## src/rtl/seq_ctrl_if.sv

```systemverilog
// Sequencer <-> datapath/memory signal bundle. The sequencer uses the master
// modport; the datapath side uses slave.
interface seq_ctrl_if #(
  parameter int CNT_W = 16
);
  logic             run;
  logic [15:0]      opCode;
  logic             BR;
  logic             mem_ack;
  logic             pc_en;
  logic             pc_sel;
  logic             a_we;
  logic             b_we;
  logic             znc_we;
  logic             mem_req;
  logic             WE;
  logic             halted;
  logic             err;
  logic [2:0]       state;
  logic [CNT_W-1:0] icount;

  modport master (
    input  run, opCode, BR, mem_ack,
    output pc_en, pc_sel, a_we, b_we, znc_we, mem_req, WE,
           halted, err, state, icount
  );

  modport slave (
    output run, opCode, BR, mem_ack,
    input  pc_en, pc_sel, a_we, b_we, znc_we, mem_req, WE,
           halted, err, state, icount
  );
endinterface

```

## src/rtl/seq_ctrl.sv

```systemverilog
// Multi-cycle sequencer for the A/B/ZNC accumulator datapath with bounded memory wait.
// Optional SEQ_CTRL_SINGLE_STEP_EN adds a step input for single-instruction execution.
module seq_ctrl #(
  parameter int MEM_TIMEOUT = 15,
  parameter int CNT_W       = 16
) (
  input  logic       clk,
  input  logic       rst,
`ifdef SEQ_CTRL_SINGLE_STEP_EN
  input  logic       step,
`endif
  seq_ctrl_if.master bus
);

  typedef enum logic [2:0] {
    S_IDLE  = 3'd0,
    S_FETCH = 3'd1,
    S_EXEC  = 3'd2,
    S_MEM   = 3'd3,
    S_WB    = 3'd4,
    S_HALT  = 3'd5
  } state_e;

  state_e           state_q, state_d;
  logic [3:0]       cls_q, cls_d;
  logic [7:0]       wait_q, wait_d;
  logic [CNT_W-1:0] icount_q, icount_d;
  logic             err_q, err_d;
  logic             step_mode_q, step_mode_d;
  logic             pc_en_q, a_we_q, b_we_q, znc_we_q, mem_req_q, we_q, halted_q;
  logic             wb_d;

  always_comb begin
    state_d     = state_q;
    cls_d       = cls_q;
    wait_d      = wait_q;
    icount_d    = icount_q;
    err_d       = err_q;
    step_mode_d = step_mode_q;
    case (state_q)
      S_IDLE: begin
        if (bus.run) begin
          state_d     = S_FETCH;
          step_mode_d = 1'b0;
        end
`ifdef SEQ_CTRL_SINGLE_STEP_EN
        else if (step) begin
          state_d     = S_FETCH;
          step_mode_d = 1'b1;
        end
`endif
      end
      S_FETCH: begin
        state_d = S_EXEC;
        cls_d   = bus.opCode[15:12];
      end
      S_EXEC: begin
        if (cls_q == 4'hF) begin
          state_d = S_HALT;
        end else if (cls_q == 4'hD || cls_q == 4'hE) begin
          state_d = S_MEM;
          wait_d  = 8'd0;
        end else begin
          state_d = S_WB;
        end
      end
      S_MEM: begin
        // An ack in the final allowed cycle still completes the access.
        if (bus.mem_ack) begin
          state_d = S_WB;
        end else begin
          wait_d = wait_q + 8'd1;
          if (wait_q + 8'd1 == 8'(MEM_TIMEOUT)) begin
            state_d = S_HALT;
            err_d   = 1'b1;
          end
        end
      end
      S_WB: begin
        icount_d    = icount_q + 1'b1;
        state_d     = (bus.run && !step_mode_q) ? S_FETCH : S_IDLE;
        step_mode_d = 1'b0;
      end
      S_HALT:  state_d = S_HALT;
      default: state_d = S_IDLE;
    endcase
  end

  // Strobes are registered from the next state so they line up with state_q.
  assign wb_d = (state_d == S_WB);

  always_ff @(posedge clk) begin
    if (rst) begin
      state_q     <= S_IDLE;
      cls_q       <= 4'd0;
      wait_q      <= 8'd0;
      icount_q    <= '0;
      err_q       <= 1'b0;
      step_mode_q <= 1'b0;
      pc_en_q     <= 1'b0;
      a_we_q      <= 1'b0;
      b_we_q      <= 1'b0;
      znc_we_q    <= 1'b0;
      mem_req_q   <= 1'b0;
      we_q        <= 1'b0;
      halted_q    <= 1'b0;
    end else begin
      state_q     <= state_d;
      cls_q       <= cls_d;
      wait_q      <= wait_d;
      icount_q    <= icount_d;
      err_q       <= err_d;
      step_mode_q <= step_mode_d;
      pc_en_q     <= wb_d;
      a_we_q      <= wb_d && (cls_d <= 4'h7 || cls_d == 4'hD);
      b_we_q      <= wb_d && (cls_d >= 4'h8 && cls_d <= 4'hB);
      znc_we_q    <= wb_d && (cls_d <= 4'hB);
      mem_req_q   <= (state_d == S_MEM);
      we_q        <= (state_d == S_MEM) && (cls_d == 4'hE);
      halted_q    <= (state_d == S_HALT);
    end
  end

  assign bus.pc_en   = pc_en_q;
  assign bus.pc_sel  = pc_en_q & bus.BR;
  assign bus.a_we    = a_we_q;
  assign bus.b_we    = b_we_q;
  assign bus.znc_we  = znc_we_q;
  assign bus.mem_req = mem_req_q;
  assign bus.WE      = we_q;
  assign bus.halted  = halted_q;
  assign bus.err     = err_q;
  assign bus.state   = state_q;
  assign bus.icount  = icount_q;

endmodule
```

## src/flat_wrapper.sv

```systemverilog
// flat-port wrapper written by rule: the top's interface ports become plain ports
module seq_ctrl_flat 
#(
  parameter int MEM_TIMEOUT = 15,
  parameter int CNT_W       = 16
)
  (clk, rst, bus_run, bus_opCode, bus_BR, bus_mem_ack, bus_pc_en, bus_pc_sel, bus_a_we, bus_b_we, bus_znc_we, bus_mem_req, bus_WE, bus_halted, bus_err, bus_state, bus_icount);
  seq_ctrl_if #(.CNT_W(CNT_W)) bus_i ();
  input  logic clk;
  input  logic rst;
  input wire logic [$bits(bus_i.run)-1:0] bus_run;
  input wire logic [$bits(bus_i.opCode)-1:0] bus_opCode;
  input wire logic [$bits(bus_i.BR)-1:0] bus_BR;
  input wire logic [$bits(bus_i.mem_ack)-1:0] bus_mem_ack;
  output wire logic [$bits(bus_i.pc_en)-1:0] bus_pc_en;
  output wire logic [$bits(bus_i.pc_sel)-1:0] bus_pc_sel;
  output wire logic [$bits(bus_i.a_we)-1:0] bus_a_we;
  output wire logic [$bits(bus_i.b_we)-1:0] bus_b_we;
  output wire logic [$bits(bus_i.znc_we)-1:0] bus_znc_we;
  output wire logic [$bits(bus_i.mem_req)-1:0] bus_mem_req;
  output wire logic [$bits(bus_i.WE)-1:0] bus_WE;
  output wire logic [$bits(bus_i.halted)-1:0] bus_halted;
  output wire logic [$bits(bus_i.err)-1:0] bus_err;
  output wire logic [$bits(bus_i.state)-1:0] bus_state;
  output wire logic [$bits(bus_i.icount)-1:0] bus_icount;
  assign bus_i.run = bus_run;
  assign bus_i.opCode = bus_opCode;
  assign bus_i.BR = bus_BR;
  assign bus_i.mem_ack = bus_mem_ack;
  assign bus_pc_en = bus_i.pc_en;
  assign bus_pc_sel = bus_i.pc_sel;
  assign bus_a_we = bus_i.a_we;
  assign bus_b_we = bus_i.b_we;
  assign bus_znc_we = bus_i.znc_we;
  assign bus_mem_req = bus_i.mem_req;
  assign bus_WE = bus_i.WE;
  assign bus_halted = bus_i.halted;
  assign bus_err = bus_i.err;
  assign bus_state = bus_i.state;
  assign bus_icount = bus_i.icount;
  seq_ctrl #(.MEM_TIMEOUT(MEM_TIMEOUT), .CNT_W(CNT_W)) u_core (.clk(clk), .rst(rst), .bus(bus_i));
endmodule
```

## config.mk

```make
export PLATFORM = sky130hd
export DESIGN_NAME = seq_ctrl_flat
export DESIGN_NICKNAME = d
export VERILOG_FILES = /design/src/rtl/seq_ctrl_if.sv /design/src/rtl/seq_ctrl.sv /design/src/flat_wrapper.sv
export SDC_FILE = /design/constraint.sdc
export NUM_CORES = 1
export LEC_CHECK = 0
export ABC_CLOCK_PERIOD_IN_PS = 3500
export BUFFER_PORTS_ARGS = -buffer_cell sky130_fd_sc_hd__buf_2
export CAP_MARGIN = 30
export CORE_MARGIN = 2
export CORE_UTILIZATION = 35
export CTS_CLUSTER_SIZE = 24
export DETAILED_ROUTE_END_ITERATION = 8
export GPL_ROUTABILITY_DRIVEN = 0
export PLACE_DENSITY = 0.57
export SYNTH_ARGS = -nofsm -noshare
export SYNTH_HDL_FRONTEND = slang
export SYNTH_SLANG_ARGS = --single-unit
```

## constraint.sdc

```tcl
create_clock -name clk -period 3.5 [get_ports clk]
set_input_delay 0.525 -clock clk [delete_from_list [all_inputs] [get_ports clk]]
set_output_delay 0.525 -clock clk [all_outputs]
set_load 0.01 [all_outputs]
```

# Yosys cells after proc, flatten, opt, wreduce, memory -nomap -nowiden
# Index checks and enable logic that the tools add are counted.
# word_totals
ff_bits	40
latchBits	0
ramBits	0
rom_bits	0
in_bits	21
out_inout_bits	28
wordCells	67
mem_count	0
# op_classes
add_sub_neg	2
mul	0
n_div	0
magnitude_cmp	3
n_eq_ne	18
shifts	0
n_mux	14
bitwise	2
n_reduce_logical	15
# op_table
cell	count
8-bit two-way mux	3
4-bit equality test (second input constant)	5
3-bit one-hot mux with 6 select lines	1
16-bit by 1-bit adder with 16-bit output (second input constant)	1
8-bit one-hot mux with 2 select lines	1
3-bit two-way mux	5
3-bit equality test (second input constant)	4
3-bit by 2-bit equality test with 1-bit output (second input constant)	3
8-bit by 1-bit adder with 8-bit output (second input constant)	1
8-bit by 4-bit equality test with 1-bit output (second input constant)	1
1-bit logical AND	6
2-bit inequality test (second input constant)	3
4-bit greater-or-equal comparator (second input constant)	1
4-bit by 3-bit less-or-equal comparator with 1-bit output (second input constant)	1
4-bit less-or-equal comparator (second input constant)	1
4-bit two-way mux	1
4-bit AND reduction	1
2-bit nonzero test	2
3-bit by 1-bit equality test with 1-bit output (second input constant)	1
3-bit logical NOT	1
3-bit AND reduction	1
1-bit logical OR	2
1-bit two-way mux	2
2-bit by 1-bit inequality test with 1-bit output (second input constant)	1
other kinds (5)	5

# Logic depth before layout (Yosys ltp)
# Gate-level depths: netlist of run 1.
# depth
ltp_word	7
ltp_mapped	7
ltp_nobuf	7

# Worst setup path before layout of run 1
# No wires, ideal clock.
# synth_timing
kind	reg-to-reg
start	register u_core.state_q[1], in the netlist u_core.bus.state[1]
end	register u_core.icount_q[15], in the netlist u_core.bus.icount[15]
setup_time_ns	0.128
arrival_ns	1.502
required_ns	3.372
setup_slack_ns	1.871
path_stages_with_launch	7
path_buffers	1
synth_period_minus_slack_ns	1.629
cell_sequence	dfxtp_1 buf_4 nor3b_4 nand4_4 nor4_2 xnor2_1 nor2_1
# synth_between
elab_chain_cells	1
# synth_lines
element	line	rtl
start: declaration	seq_ctrl.sv:24	state_e state_q, state_d;
start signal: assignment	seq_ctrl.sv:108	state_q <= state_d;
3-bit equality test	seq_ctrl.sv:40	case (state_q)
end signal: assignment	seq_ctrl.sv:111	icount_q <= icount_d;
end: declaration	seq_ctrl.sv:27	logic [CNT_W-1:0] icount_q, icount_d;
# Every way passes these cells.
# A chain may end at the register's enable or synchronous reset.

# Worst setup path in the final report of run 1
# layout_timing
start	register u_core.wait_q[0]
end	register u_core.znc_we_q, in the netlist u_core.bus.znc_we
# layout_between
elab_chain_cells	7
# layout_lines
element	line	rtl
start: declaration	seq_ctrl.sv:26	logic [7:0] wait_q, wait_d;
start signal: assignment	seq_ctrl.sv:110	wait_q <= wait_d;
8-bit by 1-bit adder with 8-bit output	seq_ctrl.sv:73	if (wait_q + 8'd1 == 8'(MEM_TIMEOUT)) begin
8-bit by 4-bit equality test with 1-bit output	seq_ctrl.sv:73	
3-bit two-way mux	seq_ctrl.sv:73	
3-bit two-way mux	seq_ctrl.sv:69	if (bus.mem_ack) begin
3-bit one-hot mux with 6 select lines	seq_ctrl.sv:40	
3-bit equality test	seq_ctrl.sv:90	assign wb_d = (state_d == S_WB);
1-bit logical AND	seq_ctrl.sv:117	znc_we_q <= wb_d && (cls_d <= 4'hB);
end signal: assignment	seq_ctrl.sv:117	
end: declaration	seq_ctrl.sv:30	logic pc_en_q, a_we_q, b_we_q, znc_we_q, mem_req_q, we_q, halted_q;
# Every way passes these cells.

==> reports/metrics.csv, run 1 <==
metric;value;unit
hold_buffers;0;
whs;0.485;ns
synth_area_per_cell;8.78;µm²
status;finished clean;
hp-class;flop to flop;
synth_edf_count;0;
numCtsBuffers;5;
fin_crit_sh;52.3;%
max_slew.worst_pin.slew;0.652;ns
period_needed;1.83;ns
cts_sinks;39;
intPower;0.662;mW
dpl.hpwl;2.58;mm
end_kind;flop;
first_global_vias;1362;
cts.clk_slew.worst_paths;0.07;ns
rsz0062_at_grt;false;
dieArea;0.00581;mm²
drt_iter0_drc;75;
final_antenna_net_count;0;
sequentialPowerShare;54.0;%
cp-start-kind;flop;
grt_max_degree;37;
p_leak;0.878;nW
ioPinCount;49;
final_common_cell;dfxtp_1;
coreArea;0.00507;mm²
max_stage_delay;0.45;ns
power_density;399;mW/mm²
synth-async-reset-ratio;0;%
htreeDepth;2;
multi_input_area;995;µm²
rows;26;
antenna_found_initial;0;
setup_viol;0;
finalHoldViolCount;0;
cts_tree;built;
fmax;0.546;GHz
cp_cell_sequence;ha_1, and3_1, nand3_1, xor2_1, a21oi_1, nor3_1;
vias;1536;
grtUsageTotal;13.3;%
clock_skew;0.00776;ns
syn-num-nets;232;
ys_seq_area_share;42.7;%
totalWireLength;3.68;mm
cp_num_buf_inv;0;
grt_pass1_wl;6.34;mm
nNetsFinal;268;
synthFlopType;dfxtp_1;
netlist_area;0.00183;mm²
slew-limit-headroom;56.5;%
die-width;76.2;µm
dr.pass1.iters;4;
cts_resized;0;
cpMaxStageDelayCell;a21oi_1;
clockRootBuffer;clkbuf_8;
grt-ovfl-total;0;
clk_latency;0.28;ns
area_growth;18.6;%
die_h;76.2;µm
start_util;36.0;%
cts_max_path_buffers;2;
crit_type;flop to flop;
ys_seq_elements;39;
layout_common_cells;dfxtp_1 (39), buf_2 (36), nor2_1 (34);
cp_max_fo;6;
ys_types;43;
swShare;23.3;%
arrival;1.98;ns
yosys_warnings;0;
peakVddDrop;0.000229;V
post_cts_buffers;0;
num_antenna_cells;0;
path_delay_family;compound AO/OA/AOI/OAI gates;
io_buffers;36;
slew_violations;0;
setup_tns;0;ns
power.switching;0.202;mW
cap_violations;0;
n_fill_cell;543;
layout-drive-gt1-share;20.4;%
critPathRequiredTime;3.65;ns
combPwrFrac;7.8;%
syn_inst;208;
wire_per_inst;11.7;µm
seqCellArea;781;µm²
drc;0;
vias_per_cell;4.88;
p_clk_share;38.2;%
## routing by layer
layer,global-route usage (%),vias up,wire length (µm)
met3,3.55,4,144
met5,0,-,0
met1,18.5,701,1900
met4,4.91,0,36
li1,-,801,-
met2,19.8,30,1600
## kinds of logic (layout without fill, tap and decap cells)
family / Yosys count / in the layout / share of synthesized area (%)
muxes: 5 / 5 / 2.74
and+or+nand+nor: 101 / 101 / 31.6
adders and majority gates: 3 / 3 / 2.06
xor gates and xnor gates: 17 / 17 / 8.15
buffers and inverters: 12 / 49 / 2.81
AOI/OAI and AO/OA: 31 / 31 / 9.93
DFF: 39 / 39 / 42.7
## worst register-to-register path: stages, from the launching register on
cell	delay [ns]
dfxtp_1	0.39
ha_1	0.24
and3_1	0.22
nand3_1	0.10
xor2_1	0.19
a21oi_1	0.45
nor3_1	0.10
## layout make-up
| class | instances | share of cell area [%] |
|---|---|---|
| repair buffers | 37 | 8.67 |
| flip-flops and latches | 39 | 36.0 |
| clock buffers | 8 | 4.62 |
| well taps | 70 | 4.04 |
| multi-input cells | 157 | 45.9 |
| inverters | 4 | 0.693 |
## synthesized netlist by cell type, types with 2 or more instances
master / instances / area, µm²
or3_1: 5 / 31.3
or2_2: 2 / 12.5
nand4_1: 3 / 18.8
nor3_1: 6 / 30.0
xor2_1: 10 / 87.6
nand2_1: 11 / 41.3
nor4b_1: 3 / 26.3
nor2b_1: 4 / 25.0
a21oi_1: 11 / 55.1
nor3b_1: 3 / 22.5
nand3_1: 10 / 50.1
inv_1: 4 / 15.0
xnor2_1: 7 / 61.3
buf_2: 2 / 10.0
nand3b_1: 4 / 30.0
clkbuf_1: 4 / 15.0
and3_1: 2 / 12.5
nor4_1: 2 / 12.5
o211ai_1: 2 / 15.0
nor2_1: 34 / 128
a31oi_1: 2 / 12.5
nand2b_1: 3 / 18.8
ha_1: 3 / 37.5
o21ai_0: 10 / 50.1
mux2i_1: 5 / 50.1
dfxtp_1: 39 / 781
## through the flow
| stage | area [µm²] | worst slack [ns] | cells | total power [mW] | utilization [%] |
|---|---|---|---|---|---|
| after floorplan | 1830 | 1.87 | 208 | 0.525 | - |
| after global placement | 2070 | 1.66 | 307 | 0.546 | 40.7 |
| after detailed placement | 2070 | 1.67 | 307 | 0.546 | 40.7 |
| after CTS | 2170 | 1.65 | 315 | 0.880 | 42.7 |
| after global routing | 2170 | 1.53 | 315 | 0.910 | 42.7 |
| final | 2170 | 1.67 | 315 | 0.864 | 42.7 |
## state kept, by name, summed over array words and instances, names as in the netlist
register            count
u_core.bus.icount      16
u_core.wait_q           8
u_core.cls_q            4
u_core.bus.state        3
u_core.bus.WE           1
u_core.bus.a_we         1
u_core.bus.b_we         1
u_core.bus.err          1
u_core.bus.halted       1
u_core.bus.mem_req      1
u_core.bus.pc_en        1
u_core.bus.znc_we       1
## final timing paths
check | start | endpoint | slack [ns] | depth (start not counted)
worst max-delay path | u_core.wait_q[0] | u_core.bus.znc_we | 1.67 | 6
worst min register to register | u_core.bus.err | u_core.bus.err | 0.49 | 2
worst max register to register | u_core.wait_q[0] | u_core.bus.znc_we | 1.67 | 6
worst min-delay path | u_core.bus.err | u_core.bus.err | 0.49 | 2
## power by group through the flow
stage	Clock [mW]	Sequential (mW)	Combinational, mW
after global placement	0	0.477	0.0686
after floorplan	0	0.472	0.0522
after CTS	0.345	0.467	0.0687
after global routing	0.366	0.469	0.0755
after detailed placement	0	0.477	0.0684
final	0.330	0.467	0.0675
Note: power is estimated with default switching activity, not from simulation.
==> run 2: changes to the inputs <==
- ABC_CLOCK_PERIOD_IN_PS: 3500 -> 1700
- clock period: 3.5 -> 1.7 ns (I/O delays scaled with it)
==> reports/metrics.csv, run 2 (synthesis gave the netlist of run 1 again) <==
metric;value;unit;change
numCtsBuffers;5;;unchanged
largest_register_ffs;16;;unchanged
final.setup.worst_slack;0.110;ns;-1.56 ns
grt_pass1_wl;6.49;mm;+2.3%
ioPinCount;49;;unchanged
setup_viol;0;;unchanged
cts_max_path_buffers;2;;unchanged
totalWireLength;3.86;mm;+4.9%
num_antenna_cells;0;;unchanged
hp-class;input port to flop;;
clockRootBuffer;clkbuf_8;;
p_leak;0.993;nW;+13%
htreeDepth;2;;unchanged
layout-drive-gt1-share;28.8;%;+8.4 points
cts_sinks;39;;unchanged
fin_crit_sh;93.5;%;+41 points
dieArea;0.00581;mm²;unchanged
final_antenna_net_count;0;;unchanged
stdcell_area;0.00235;mm²;+8.4%
die-width;76.2;µm;unchanged
drc;0;;unchanged
hold_buffers;0;;unchanged
status;finished clean;;
rows;26;;unchanged
vias;1602;;+4.3%
first_global_vias;1439;;+5.7%
area_growth;28.5;%;
crit_type;flop to flop;;
cp_max_fo;3;;-3
setup_tns;0;ns;unchanged
cts.clk_slew.worst_paths;0.08;ns;about the same
dp.cells;329;;+7.2%
post_cts_buffers;0;;unchanged
final_common_cell;dfxtp_1;;
place_area;0.00223;mm²;+8.0%
start_util;36.0;%;unchanged
die_h;76.2;µm;unchanged
clock_skew;0.00788;ns;+0.000122 ns
antenna_found_initial;0;;unchanged
grtUsageTotal;13.5;%;+0.15 points
drt_iter0_drc;50;;-33%
rsz0062_at_grt;false;;
fmax;0.629;GHz;+15%
dpl.hpwl;2.87;mm;+12%
whs;0.238;ns;-0.248 ns
slew-limit-headroom;77.5;%;+21 points
power_density;765;mW/mm²;+92%
cts_tree;built;;
total_power;1.80;mW;+110%
vias_per_cell;4.75;;-2.5%
layout_common_cells;dfxtp_1 (37), buf_2 (36), nor2_1 (34);;
utilization;46.3;%;+3.6 points
cap_violations;0;;unchanged
dr.pass1.iters;6;;+2
cp-start-kind;flop;;
wire_per_inst;11.5;µm;-2.0%
coreArea;0.00507;mm²;unchanged
io_buffers;36;;unchanged
end_kind;flop;;
critPathRequiredTime;1.88;ns;-1.77 ns
grt_max_degree;24;;-35%
finalHoldViolCount;0;;unchanged
nNetsFinal;290;;+8.2%
clk_latency;0.29;ns;about the same
max_slew.worst_pin.slew;0.333;ns;-0.319 ns
period_needed;1.59;ns;-0.241 ns
arrival;1.77;ns;-0.21 ns
place_ws;0.00411;ns;-1.66 ns
layout.cells.non_filler;337;;+7.0%
grt-ovfl-total;0;;unchanged
slew_violations;0;;unchanged
peakVddDrop;0.000335;V;+46%
## run 2: what timing repair did
action / 4_1_cts / 5_1_grt
resized for setup: 1 / 6
endpoints found under the setup margin: 5 / 11
gates cloned: 0 / 0
## run 2: worst paths after layout
check	start	end	slack [ns]	depth (start not counted)
setup reg to reg	u_core.wait_q[0]	u_core.wait_q[6]	0.11	7
hold / removal	bus_opCode[13]	u_core.cls_q[1]	0.24	3
hold reg to reg	u_core.bus.err	u_core.bus.err	0.47	2
setup / recovery	u_core.wait_q[0]	u_core.wait_q[6]	0.11	7
## run 2: cell type report
cell class,count,area (µm²)
fillers,530,2730
multi-input cells,157,1010
flip-flops and latches,39,783
repair buffers,59,353
clock buffers,8,100
well taps,70,87.6
inverters,4,15.0
## run 2: worst max-delay path, stage by stage, from the launching register on
cell	delay [ns]
dfxtp_1	0.32
ha_1	0.20
and3_1	0.21
nand3_1	0.11
xor2_1	0.28
buf_4	0.17
a2bb2oi_1	0.15
nor2_1	0.05
## run 2: routing by layer
metal	wire (µm)	global-route usage (%)	vias up
li1	-	-	839
met1	1910	17.7	729
met2	1720	21.2	29
met3	191	4.03	5
met4	34	4.36	0
met5	0	0	-
## run 2: power breakdown
group	internal [mW]	total (mW)	switching [mW]	leakage (nW)
Combinational	0.0786	0.164	0.0856	0.626
Sequential	0.932	0.958	0.0260	0.316
Clock	0.370	0.674	0.304	0.0515
Total	1.38	1.80	0.416	0.993
